<file path="src/rtl/sram_port_responder.sv">
// Memory-side responder: serves a write channel and a read channel onto one
// single-port synchronous SRAM through a small posted-write buffer.
module sram_port_responder #(
  parameter int ADDR_W     = 26,
  parameter int DATA_W     = 32,
  parameter int WBUF_DEPTH = 4
) (
  input  logic              clk,
  input  logic              rst,
  input  logic              wvalid,
  output logic              wready,
  input  logic [ADDR_W-1:0] waddr,
  input  logic [DATA_W-1:0] wdata,
  input  logic              rvalid,
  output logic              rready,
  input  logic [ADDR_W-1:0] raddr,
  output logic [DATA_W-1:0] rdata,
  output logic              mem_en,
  output logic              mem_we,
  output logic [ADDR_W-1:0] mem_addr,
  output logic [DATA_W-1:0] mem_wdata,
  input  logic [DATA_W-1:0] mem_rdata,
  output logic              wbuf_empty
);

  localparam int PW = $clog2(WBUF_DEPTH);
  localparam int CW = PW + 1;

  logic [ADDR_W-1:0]     buf_addr [WBUF_DEPTH];
  logic [DATA_W-1:0]     buf_data [WBUF_DEPTH];
  logic [WBUF_DEPTH-1:0] buf_valid;
  logic [PW-1:0]         wptr, rptr;
  logic [CW-1:0]         count;
  logic                  rd_pend;
  logic [DATA_W-1:0]     rdata_hold;

  logic full, hazard, rd_acc, drain, enq;

  assign full = (count == CW'(WBUF_DEPTH));

  // Reads must not overtake any buffered write to the same word, not only the head.
  always_comb begin
    hazard = 1'b0;
    for (int unsigned i = 0; i < WBUF_DEPTH; i++) begin
      if (buf_valid[PW'(i)] && (buf_addr[PW'(i)] == raddr)) hazard = 1'b1;
    end
  end

  assign wready     = !rst && !full;
  assign rready     = !rst && !full && !hazard;
  assign rd_acc     = rvalid && rready;
  assign drain      = !rst && !rd_acc && (count != '0);
  assign enq        = wvalid && wready;
  assign wbuf_empty = (count == '0) || rst;

  always_comb begin
    mem_en    = 1'b0;
    mem_we    = 1'b0;
    mem_addr  = '0;
    mem_wdata = '0;
    if (rd_acc) begin
      mem_en   = 1'b1;
      mem_addr = raddr;
    end else if (drain) begin
      mem_en    = 1'b1;
      mem_we    = 1'b1;
      mem_addr  = buf_addr[rptr];
      mem_wdata = buf_data[rptr];
    end
  end

  always_ff @(posedge clk) begin
    if (enq) begin
      buf_addr[wptr] <= waddr;
      buf_data[wptr] <= wdata;
    end
  end

  always_ff @(posedge clk) begin
    if (rst) begin
      wptr      <= '0;
      rptr      <= '0;
      count     <= '0;
      buf_valid <= '0;
    end else begin
      // Slots differ whenever both happen: drain needs count>0, enqueue needs count<DEPTH.
      if (drain) begin
        buf_valid[rptr] <= 1'b0;
        rptr            <= rptr + PW'(1);
      end
      if (enq) begin
        buf_valid[wptr] <= 1'b1;
        wptr            <= wptr + PW'(1);
      end
      case ({enq, drain})
        2'b10:   count <= count + CW'(1);
        2'b01:   count <= count - CW'(1);
        default: count <= count;
      endcase
    end
  end

  always_ff @(posedge clk) begin
    if (rst) begin
      rd_pend    <= 1'b0;
      rdata_hold <= '0;
    end else begin
      rd_pend <= rd_acc;
      if (rd_pend) rdata_hold <= mem_rdata;
    end
  end

  assign rdata = rst ? '0 : (rd_pend ? mem_rdata : rdata_hold);

endmodule

</file>
<file path="config.mk">
export PLATFORM = sky130hd
export DESIGN_NAME = sram_port_responder
export DESIGN_NICKNAME = d
export VERILOG_FILES = /design/src/rtl/sram_port_responder.sv
export SDC_FILE = /design/constraint.sdc
export NUM_CORES = 1
export LEC_CHECK = 0
export ABC_CLOCK_PERIOD_IN_PS = 2500
export BUFFER_PORTS_ARGS = -buffer_cell sky130_fd_sc_hd__buf_2
export CAP_MARGIN = 15
export CORE_MARGIN = 10
export CORE_UTILIZATION = 45
export DETAILED_ROUTE_END_ITERATION = 10
export GPL_TIMING_DRIVEN = 0
export HOLD_SLACK_MARGIN = 0.02
export PLACE_DENSITY = 0.69
export SLEW_MARGIN = 20
export SYNTH_ARGS = -nofsm -noshare
export SYNTH_HDL_FRONTEND = slang
export SYNTH_SLANG_ARGS = --single-unit
</file>
<file path="constraint.sdc">
create_clock -name clk -period 2.5 [get_ports clk]
set_input_delay 0.25 -clock clk [delete_from_list [all_inputs] [get_ports clk]]
set_output_delay 0.25 -clock clk [all_outputs]
set_load 0.02 [all_outputs]
</file>
Word-level counts from Yosys, hierarchy flattened. Memories as Yosys holds them, arrays and structs flattened. A register that Yosys moved wholly into a read port is not among the register bits. Index checks and enable logic that the tools add are counted.

Reductions and logical operators: 20. Bitwise gates (word level): 3. Equal/unequal tests: 7. Add/subtract/negate cells: 4. Muxes and demuxes: 27. Order comparisons: 4.

Operators with widths (count): 32-bit two-way mux (4); 26-bit == test (4); 26-bit two-way mux (2); 1-bit logical AND (12); 4-bit two-way mux (3); 1-bit two-way mux (11); 2-bit two-way mux (4); 2-bit by 3-bit less-than comparator with 1-bit output (second input constant) (2); 3-bit one-hot mux with 2 select lines (1); 2-bit by 1-bit adder with 2-bit output (second input constant) (2); 4-bit bitwise AND (1); 1-bit demux with 2-bit select (2); 2-bit by 1-bit greater-or-equal comparator with 1-bit output (second input constant) (2); 1-bit zero test (4); 4-bit inverter (1); 4-bit bitwise OR (1); 3-bit by 1-bit adder with 3-bit output (second input constant) (1); 3-bit == test (second input constant) (1); 3-bit zero test (1); 3-bit nonzero test (1); 3-bit by 1-bit subtractor with 3-bit output (second input constant) (1); 2-bit by 1-bit == test with 1-bit output (second input constant) (1); 2-bit == test (second input constant) (1); 2-bit nonzero test (1); 1-bit logical OR (1).

Word-level logic and storage cells: 73. Input port bits: 120. Memories: 2. Bits in writable memories: 232. Bits in registers: 44.

Memories: buf_data (depth 4, bits a word 32, read ports 1, clocked after Yosys merged registers in 1, wr ports 1, line 30) `logic [DATA_W-1:0] buf_data [WBUF_DEPTH];`; buf_addr (depth 4, bits a word 26, read ports 5, clocked after Yosys merged registers in 1, wr ports 1, line 29) `logic [ADDR_W-1:0] buf_addr [WBUF_DEPTH];`.

Longest topological paths before layout. Gate-level depths: netlist of the first run.

Depth in word-level cells: 16. Mapped depth: 15. Gate-level depth less buffers: 13.

Least setup slack after synthesis of the first run. No wires, ideal clock.

Path kind: reg2reg. Start: register count[0]. End: memory buf_addr[0][0] (enable). Data required time: 2076 ps. Period minus slack after synthesis: 3031 ps. Setup slack: -531 ps. Stages on the path, launching flop included: 4. Data arrival time: 2607 ps. Cells stage by stage: dfxtp_1 > inv_1 > a31oi_1 > and3_1.

Cells in the longest elaborated chain, start to end: 6.

RTL lines: start: declaration (line 33) `logic [CW-1:0] count;`; start signal: assignment (line 96) `2'b10: count <= count + CW'(1);`; start signal: assignment (line 97) `2'b01: count <= count - CW'(1);`; start signal: assignment (line 98) `default: count <= count;`; 3-bit == test (line 39) `assign full = (count == CW'(WBUF_DEPTH));`; 1-bit zero test (line 49) `assign wready = !rst && !full;`; 1-bit logical AND (line 49); named net wready (line 11) `output logic wready,`; 1-bit logical AND (line 53) `assign enq = wvalid && wready;`; 1-bit two-way mux (line 73) `if (enq) begin`; 1-bit two-way mux (implied by the code) (line 74) `buf_addr[wptr] <= waddr;`; end: declaration (line 29).

The timed path passes the listed nets, and every way through them passes these cells.

==> flow_summary.yaml, run 1 <==
status:
  outcome: "complete, but fails checks"
  violations: "setup timing"
layout:
  final-instance-count-excl-fill: 1465
  syn_to_final_growth_pct: 33.9
  layout-drive-gt1-share_pct: 35.9
  final_nets: 1232
  fill_cells: 1960
cts:
  clkLatencyLatePin_ns: 0.56
  cts-buffers-inserted: 31
  clock_sinks: 278
  cts_tree: "done"
  h-tree-depth: 1
  root_buffer: "clkbuf_16"
  clockBufferDepth: 3
  clk_pin_slew_worst_paths_ns: 0.06
worst_hold_path:
  hold_path_class: "in2reg"
  hp-start: "wvalid"
global_routing:
  gr-usage-all-layers_pct: 19.0
  grt_max_degree: 43
  antenna_found_initial: 3
  grt_pass1_wl_mm: 49.2
  grt_pass1_vias: 8496
  overflow: 0
die:
  die_width_um: 184
  core.rowCount: 59
  die_area_um2: 33800
  io_pins: 215
  core_area_um2: 26200
  die_h_um: 184
  start_util_pct: 46.1
synthesis:
  synth_flop_cell: "edfxtp_1"
  ys_ff_latch: 278
  syn_nets: 916
  syn_inst: 786
  synth-edff-count: 232
  syn_area_um2: 12100
  synth_warnings: 0
  ys_types: 37
  ys_seq_area_share_pct: 65.3
  async_reset_ff_share_pct: 0
  syn_area_per_cell_um2: 15.4
sta:
  fin_crit_ns: 3.01
  finalSetupViolCount: 63
  slew_violations: 0
  hold_viol: 0
  finalClockSkew_ns: 0.00968
  relSlewSlack_pct: 40.8
  timing.hold.ws_ns: 0.166
  max_freq_ghz: 0.332
  rsz0062_at_grt: "true"
  tightestPinTransition_ns: 0.888
  finalCritPeriodShare_pct: 120
  finalWorstSetupSlack_ns: -0.509
worst_setup_path:
  critPathCaptureType: "flip-flop"
  r2r_slack_ns: -0.51
  required_ns: 2.98
  path_class: "reg2reg"
  r2r-start: "buf_addr[1][0]"
  startpoint: "buf_addr[1][0]"
  reg2reg_to: "count[2]"
  cp.arrival_ns: 3.49
  cp_max_fo: 10
  worstSetupStartpointType: "flip-flop"
  ff2ff_path_depth: 14
  crit_end: "count[2]"
placement:
  io_buffers: 187
  gp_congestion: 0.873
  hpwl_mm: 21.8
  placed_cells: 1312
drt:
  wirelength_mm: 32.6
  dr.pass1.iters: 5
  ant_nets: 0
  route.vias.total: 7784
  routed_via_density: 5.31
  dr.first_iter.drc_count: 555
  drc: 0
  routedWlPerCell_um: 22.3
pwr:
  total_power_w: 0.0131
  p_per_area_nw_per_um2: 810
  vdd_drop_max_mv: 0.612
  p_leak_nw: 6.03
flow_run:
  maxCapViolations: 0
sequential cells by signal, indices dropped and copies added (netlist names), named ones only:
signal / cells
wptr: 2
buf_valid: 4
buf_addr: 104
rptr: 2
rdata_hold: 32
buf_data: 128
count: 3
rd_pend: 1
Yosys cell counts (2+ instances only):
library cell  instances  share of area (%)
inv_1                11               0.34
nand4_1              23                1.2
buf_2                35                1.5
buf_1                 3              0.093
nand2_1              60                1.9
xnor2_1              94                6.8
and3_1               37                1.9
dfxtp_1              46                7.6
mux2i_1              34                2.8
and2_1                2               0.10
edfxtp_1            232                 58
mux4_2               58                 11
nand3_1              29                1.2
ha_1                  9               0.93
nor4_1                5               0.26
xor2_1               13               0.94
o21bai_1              4               0.25
clkbuf_1             21               0.65
a21oi_1               7               0.29
clkbuf_2              2              0.083
nor3_1                5               0.21
nor2_1               41                1.3
cell families after synthesis:
family,count (synthesis),synth area share [%]
fa+ha+maj,10,1.10
compound gates,15,0.757
mux,93,13.8
buf+inv,75,2.81
xor+xnor,107,7.76
simple gates,208,8.46
flops,278,65.3
through the flow:
stage	setup TNS [ns]	setup slack (ns)	utilization [%]	area, um^2
global placement	-102.28	-0.560	51.3	13500
finish	-26.68	-0.509	61.7	16200
global route	-32.53	-0.614	61.7	16200
CTS	-25.55	-0.482	61.0	16000
detailed placement	-9.89	-0.617	51.8	13600
floorplan	-0.00682	-0.00682	-	12100
metal layers:
layer	vias to the layer above	routed length, um	GRT usage [%]
met4	0	786	5.31
met3	57	2830	5.18
li1	3575	-	-
met1	3829	13000	23.4
met2	323	16000	32.3
met5	-	0	0
worst max-delay path, cell delays in order (launching register included):
cell	delay (ns)
edfxtp_1	0.41
xnor2_1	0.21
nand4_1	0.18
nor4_2	0.31
nand4_1	0.18
nand3_2	0.19
buf_12	0.17
nand2_4	0.09
inv_2	0.08
ha_4	0.12
inv_1	0.05
fa_2	0.34
xor2_1	0.15
or3_1	0.31
a21oi_1	0.12
layout make-up:
type | instances | area [um^2] | area share, %
antenna | 3 | 7.51 | 0.0464
buffer | 63 | 399 | 2.47
clock buffer | 43 | 905 | 5.60
clock inverter | 15 | 136 | 0.844
inverter | 12 | 47.5 | 0.294
multi-input combinational | 433 | 4150 | 25.7
sequential | 278 | 7890 | 48.8
tap | 335 | 419 | 2.59
timing repair buffer | 283 | 2210 | 13.7
layout by cell type, fill, tap and decap left out, drive strengths merged, types with 2 or more instances in the layout:
cell type and count:
a21oi 7, and2 2, and3 37, buf 231, bufinv 2, clkbuf 68, clkinv 8, clkinvlp 2
dfxtp 46, diode 3, dlygate4sd3 90, edfxtp 232, ha 9, inv 15, mux2i 34, mux4 58
nand2 61, nand3 30, nand4 23, nor2 42, nor3 5, nor4 6, o21bai 4, xnor2 94
xor2 13
where the power goes:
group / total, W / switching [W] / internal, W
Sequential: 0.00532 / 0.0000939 / 0.00523
Combinational: 0.00321 / 0.00169 / 0.00153
Clock: 0.00456 / 0.00183 / 0.00274
worst min-delay path by stage:
stage	to	slack (ns)	cells past startpoint
detailed placement	buf_addr[3][11]	0.47	1
finish	wptr[1]	0.17	3
global placement	buf_data[3][13]	0.46	1
floorplan	buf_addr[0][0]	0.35	0
global route	wptr[1]	0.17	3
CTS	wptr[1]	0.15	3
repair_timing:
item | CTS | global route
setup buffers | 0 | 2
pin swaps | 8 | 12
hold buffers | 90 | 0
setup endpoints to repair | 74 | 83
resized for setup | 127 | 44
hold endpoints to repair | 264 | 0
cloned | 0 | 0
No activity file was read; power rests on OpenSTA's default activity.
==> inputs of run 2 (changes only) <==
--- a/config.mk
+++ b/config.mk
@@ -8,7 +8,7 @@
 export ABC_CLOCK_PERIOD_IN_PS = 2500
 export BUFFER_PORTS_ARGS = -buffer_cell sky130_fd_sc_hd__buf_2
 export CAP_MARGIN = 15
-export CORE_MARGIN = 10
+export CORE_MARGIN = 2
 export CORE_UTILIZATION = 45
 export DETAILED_ROUTE_END_ITERATION = 10
 export GPL_TIMING_DRIVEN = 0
==> flow_summary.yaml, run 2 (synthesized netlist as in run 1, its figures left out) <==
global_routing:
  gr-usage-all-layers_pct: 22.1
  antenna_found_initial: 1
  overflow: 0
  grt_pass1_wl_mm: 47.3
  grt_max_degree: 46
  grt_pass1_vias: 8304
drt:
  dr.pass1.iters: 5
  wirelength_mm: 31.3
  route.vias.total: 7858
  drc: 0
  routedWlPerCell_um: 21.3
  ant_nets: 0
  dr.first_iter.drc_count: 603
  routed_via_density: 5.33
pwr:
  p_per_area_nw_per_um2: 787
  vdd_drop_max_mv: 0.695
  p_leak_nw: 6.05
worst_setup_path:
  path_class: "reg2out"
  required_ns: 2.25
  worstSetupStartpointType: "flip-flop"
  critPathCaptureType: "primary output"
  cp.arrival_ns: 2.74
  cp_max_fo: 10
layout:
  final-instance-count-excl-fill: 1473
  mostFrequentLayoutCells: "edfxtp_1 (232), buf_2 (158), dlygate4sd3_1 (89), xnor2_1 (79), mux4_2 (58)"
  layout-drive-gt1-share_pct: 36.9
  largest_register: "buf_data"
  final_core_util_pct: 62.3
  fin_area_um2: 16300
  final_nets: 1243
  mostFrequentLayoutCell: "edfxtp_1"
  largest_reg_flops: 128
  largestRegisters: "buf_data: 128 flops, buf_addr: 104 flops, rdata_hold: 32 flops"
  syn_to_final_growth_pct: 35.4
placement:
  gp_congestion: 0.847
  hpwl_mm: 20.1
  dpl_worst_slack_ns: -0.590
  io_buffers: 187
  placed_cells: 1312
  postPlaceCellArea_um2: 13600
flow_run:
  maxCapViolations: 0
sta:
  tightestPinTransition_ns: 0.869
  finalClockSkew_ns: 0.0182
  relSlewSlack_pct: 42.0
  timing.hold.ws_ns: 0.0357
  finalWorstSetupSlack_ns: -0.491
  max_freq_ghz: 0.334
  finalCritPeriodShare_pct: 120
  hold_viol: 0
  slew_violations: 0
  rsz0062_at_grt: "true"
  fin_crit_ns: 2.99
  finalSetupViolCount: 63
worst_hold_path:
  hold_path_class: "in2reg"
die:
  die_width_um: 168
  die_h_um: 168
  core_area_um2: 26200
  die_area_um2: 28100
  start_util_pct: 46.1
  io_pins: 215
  core.rowCount: 59
status:
  outcome: "complete, but fails checks"
  violations: "setup timing"
cts:
  clk_pin_slew_worst_paths_ns: 0.06
  cts-buffers-inserted: 30
  cts_tree: "done"
  clock_sinks: 278
  clkLatencyLatePin_ns: 0.55
  root_buffer: "clkbuf_16"
  h-tree-depth: 1
  clockBufferDepth: 3
## run 2: cell count changes in the layout (fill, tap and decap cells not counted), moves of 3 or more
cell | before | now
buf_2 | 162 | 158
buf_6 | 34 | 52
and3_1 | 17 | 11
and3_4 | 20 | 26
clkinv_1 | 4 | 11
nand3_2 | 5 | 2
buf_4 | 26 | 21
buf_12 | 3 | 8
nor4_2 | 2 | 5
## run 2: worst paths after layout
path | slack, ns | cells after the start | start | end
max | -0.49 | 11 | buf_addr[2][10] | mem_addr[0]
min | 0.04 | 3 | mem_rdata[11] | rdata_hold[11]
max reg2reg | -0.46 | 14 | buf_addr[2][10] | count[2]
min reg2reg | 0.50 | 2 | rdata_hold[31] | rdata_hold[31]
## run 2: repair_timing
action	CTS	global route
hold buffers	89	0
buffers inserted	11	1
pin swaps	16	8
cloned	2	2
setup endpoints to repair	74	85
resized for setup	197	14
endpoints found under the hold margin	263	0
## run 2: layout make-up
class	instances	area [um^2]
Buffer	63	445
Clock inverter	20	141
Sequential cell	278	7890
Tap cell	335	419
Antenna cell	1	2.50
Clock buffer	36	795
Fill cell	1977	9870
Timing Repair Buffer	295	2400
Inverter	12	50.0
Multi-Input combinational cell	433	4200
## run 2: per-layer routing
metal,track usage [%],up-vias,part of all wire (%)
li1,-,3590,-
met1,29.1,3906,41
met2,37.7,313,49
met3,4.40,49,6.9
met4,5.90,0,2.6
met5,0,-,0
## run 2: through the flow
step           TNS (ns)  power [W]
6_report         -27.37     0.0129
5_1_grt          -33.49     0.0133
4_1_cts          -27.22     0.0129
3_5_place_dp      -7.86    0.00819
3_3_place_gp    -106.14    0.00814
2_1_floorplan  -0.00682    0.00732
## run 2: report_power, final
group / internal (W) / leakage [nW] / switching (W) / total [W]
Combinational: 0.00163 / 3.12 / 0.00170 / 0.00333
Sequential: 0.00523 / 2.48 / 0.0000928 / 0.00532
Clock: 0.00245 / 0.453 / 0.00176 / 0.00421
Total: 0.00930 / 6.05 / 0.00355 / 0.0129
## run 2: worst max-delay path: stages (launching register included)
cell and delay [ns]:
edfxtp_1 0.44, xnor2_2 0.28, nand4_1 0.19, nor4_2 0.35
a22oi_2 0.12, nand3_4 0.14, buf_4 0.14, inv_4 0.08
buf_12 0.16, nand2_1 0.08, nand2_2 0.07, buf_6 0.14
==> inputs of run 3 (changes only) <==
--- a/config.mk
+++ b/config.mk
@@ -5,7 +5,7 @@
 export SDC_FILE = /design/constraint.sdc
 export NUM_CORES = 1
 export LEC_CHECK = 0
-export ABC_CLOCK_PERIOD_IN_PS = 2500
+export ABC_CLOCK_PERIOD_IN_PS = 2800
 export BUFFER_PORTS_ARGS = -buffer_cell sky130_fd_sc_hd__buf_2
 export CAP_MARGIN = 15
 export CORE_MARGIN = 2
@@ -13,7 +13,7 @@
 export DETAILED_ROUTE_END_ITERATION = 10
 export GPL_TIMING_DRIVEN = 0
 export HOLD_SLACK_MARGIN = 0.02
-export PLACE_DENSITY = 0.69
+export PLACE_DENSITY = 0.67
 export SLEW_MARGIN = 20
 export SYNTH_ARGS = -nofsm -noshare
 export SYNTH_HDL_FRONTEND = slang
==> constraint.sdc (replaced) <==
create_clock -name clk -period 2.8 [get_ports clk]
set_input_delay 0.28 -clock clk [delete_from_list [all_inputs] [get_ports clk]]
set_output_delay 0.28 -clock clk [all_outputs]
set_load 0.02 [all_outputs]
==> flow_summary.yaml, run 3 (synthesized netlist as in run 1, its figures left out) <==
status:
  outcome: "complete, but fails checks"
  violations: "setup timing"
worst_setup_path:
  ff2ff_path_depth: 14
  r2r_slack_ns: -0.18
  cp_max_fo: 10
  cp.arrival_ns: 2.79
  reg2reg_to: "count[2]"
  required_ns: 2.52
  r2r-start: "buf_addr[2][1]"
  worstSetupStartpointType: "flip-flop"
  path_class: "reg2out"
  critPathCaptureType: "primary output"
worst_hold_path:
  min_path_cells: 3
  hold_path_class: "in2reg"
  hp-start: "mem_rdata[9]"
  whs_endpoint: "rdata_hold[9]"
pwr:
  p_int_w: 0.00814
  pwr-share-comb_pct: 26.1
  p_per_area_nw_per_um2: 701
  vdd_drop_max_mv: 0.557
  p_switching_w: 0.00312
  clkPwrFrac_pct: 31.7
  total_power_w: 0.0113
  switching_share_pct: 27.7
  seq_power_share_pct: 42.2
  p_leak_nw: 5.89
cts:
  clkLatencyLatePin_ns: 0.55
  h-tree-depth: 1
  cts_tree: "done"
  clockBufferDepth: 3
  cts-buffers-inserted: 29
  root_buffer: "clkbuf_16"
  clock_sinks: 278
  clk_pin_slew_worst_paths_ns: 0.06
drt:
  routedWlPerCell_um: 21.1
  wirelength_mm: 30.7
  ant_nets: 0
  dr.first_iter.drc_count: 632
  route.vias.total: 7699
  routed_via_density: 5.28
  drc: 0
  dr.pass1.iters: 5
sta:
  finalCritPeriodShare_pct: 110
  finalSetupViolCount: 61
  relSlewSlack_pct: 41.5
  tightestPinTransition_ns: 0.877
  slew_violations: 0
  finalClockSkew_ns: 0.0105
  finalWorstSetupSlack_ns: -0.272
  hold_viol: 0
  fin_crit_ns: 3.07
  timing.hold.ws_ns: 0.0256
  max_freq_ghz: 0.326
  rsz0062_at_grt: "true"
global_routing:
  antenna_found_initial: 1
  overflow: 0
  grt_pass1_wl_mm: 45.9
  grt_pass1_vias: 8075
  gr-usage-all-layers_pct: 21.4
  grt_max_degree: 36
layout:
  largest_register: "buf_data"
  final_nets: 1230
  syn_to_final_growth_pct: 33.1
  final-instance-count-excl-fill: 1459
  mostFrequentLayoutCells: "edfxtp_1 (232), buf_2 (163), xnor2_1 (89), dlygate4sd3_1 (81), mux4_2 (58)"
  layout-drive-gt1-share_pct: 36.5
  largestRegisters: "buf_data: 128 flops, buf_addr: 104 flops, rdata_hold: 32 flops"
  mostFrequentLayoutCell: "edfxtp_1"
  largest_reg_flops: 128
die:
  start_util_pct: 46.1
  core.rowCount: 59
  io_pins: 215
  die_h_um: 168
  die_width_um: 168
  die_area_um2: 28100
  core_area_um2: 26200
placement:
  placed_cells: 1312
  hpwl_mm: 20.2
  io_buffers: 187
  gp_congestion: 0.806
flow_run:
  maxCapViolations: 0
-- run 3: cell count changes in the layout (fill, tap and decap cells not counted), sizes merged --
cell / delta
clkinv: -10
bufinv: -1
clkinvlp: -2
dlygate4sd3: -8
clkbuf: +7
inv: +1
buf: -1
-- run 3: layout make-up --
class	instances	area [um^2]
Fill cell	1983	10100
Clock buffer	46	810
Clock inverter	8	66.3
Sequential cell	278	7890
Multi-Input combinational cell	433	4170
Tap cell	335	419
Buffer	63	392
Antenna cell	1	2.50
Timing Repair Buffer	283	2270
Inverter	12	47.5
-- run 3: worst max-delay path by stage --
stage                     cells after the start             from              end  slack (ns)
after CTS                                    10  buf_addr[2][10]     mem_addr[11]       -0.30
after global placement                        3              rst  buf_data[1][30]       -0.50
after floorplan                              15        raddr[22]         count[2]        0.17
after global routing                         10   buf_addr[2][1]    mem_wdata[17]       -0.33
after detailed placement                     15         raddr[1]         count[2]       -0.54
final                                        10   buf_addr[2][1]     mem_wdata[5]       -0.27
-- run 3: critical path, stage by stage, from the launching register on --
cell      delay (ns)
edfxtp_1        0.42
xnor2_2         0.25
nand4_1         0.19
nor4_2          0.34
a22oi_1         0.16
nand3_2         0.16
buf_12          0.17
buf_12          0.12
buf_12          0.12
and3_4          0.17
buf_4           0.13
-- run 3: power groups by stage --
| stage | sequential (W) | combinational [W] | clock (W) |
|---|---|---|---|
| after global placement | 0.00483 | 0.00241 | 0 |
| after floorplan | 0.00481 | 0.00171 | 0 |
| after global routing | 0.00477 | 0.00314 | 0.00377 |
| after CTS | 0.00475 | 0.00277 | 0.00363 |
| after detailed placement | 0.00484 | 0.00246 | 0 |
| final | 0.00475 | 0.00294 | 0.00358 |
-- run 3: per-layer routing --
layer  up-vias  wire length, um  global-route usage (%)
li1       3559                -                       -
met1      3770            12500                    27.7
met2       311            15100                    36.3
met5         -                0                       0
met3        59             2380                    5.05
met4         0              742                    5.78
-- run 3: repair_timing --
item	4_1_cts	5_1_grt
buffers inserted	4	4
hold buffers	81	0
pin swaps	14	11
endpoints found under the setup margin	64	64
gates resized for setup	123	74
hold endpoints to repair	255	0
cloned	1	3
-- run 3: stage by stage --
step / area, um^2 / worst slack [ns] / setup TNS, ns / utilization, %
global route: 16100 / -0.327 / -16.66 / 61.3
floorplan: 12100 / 0.166 / 0 / -
detailed placement: 13500 / -0.536 / -5.47 / 51.6
finish: 16100 / -0.272 / -13.40 / 61.3
CTS: 15700 / -0.301 / -15.27 / 59.9
global placement: 13400 / -0.501 / -116.21 / 51.2
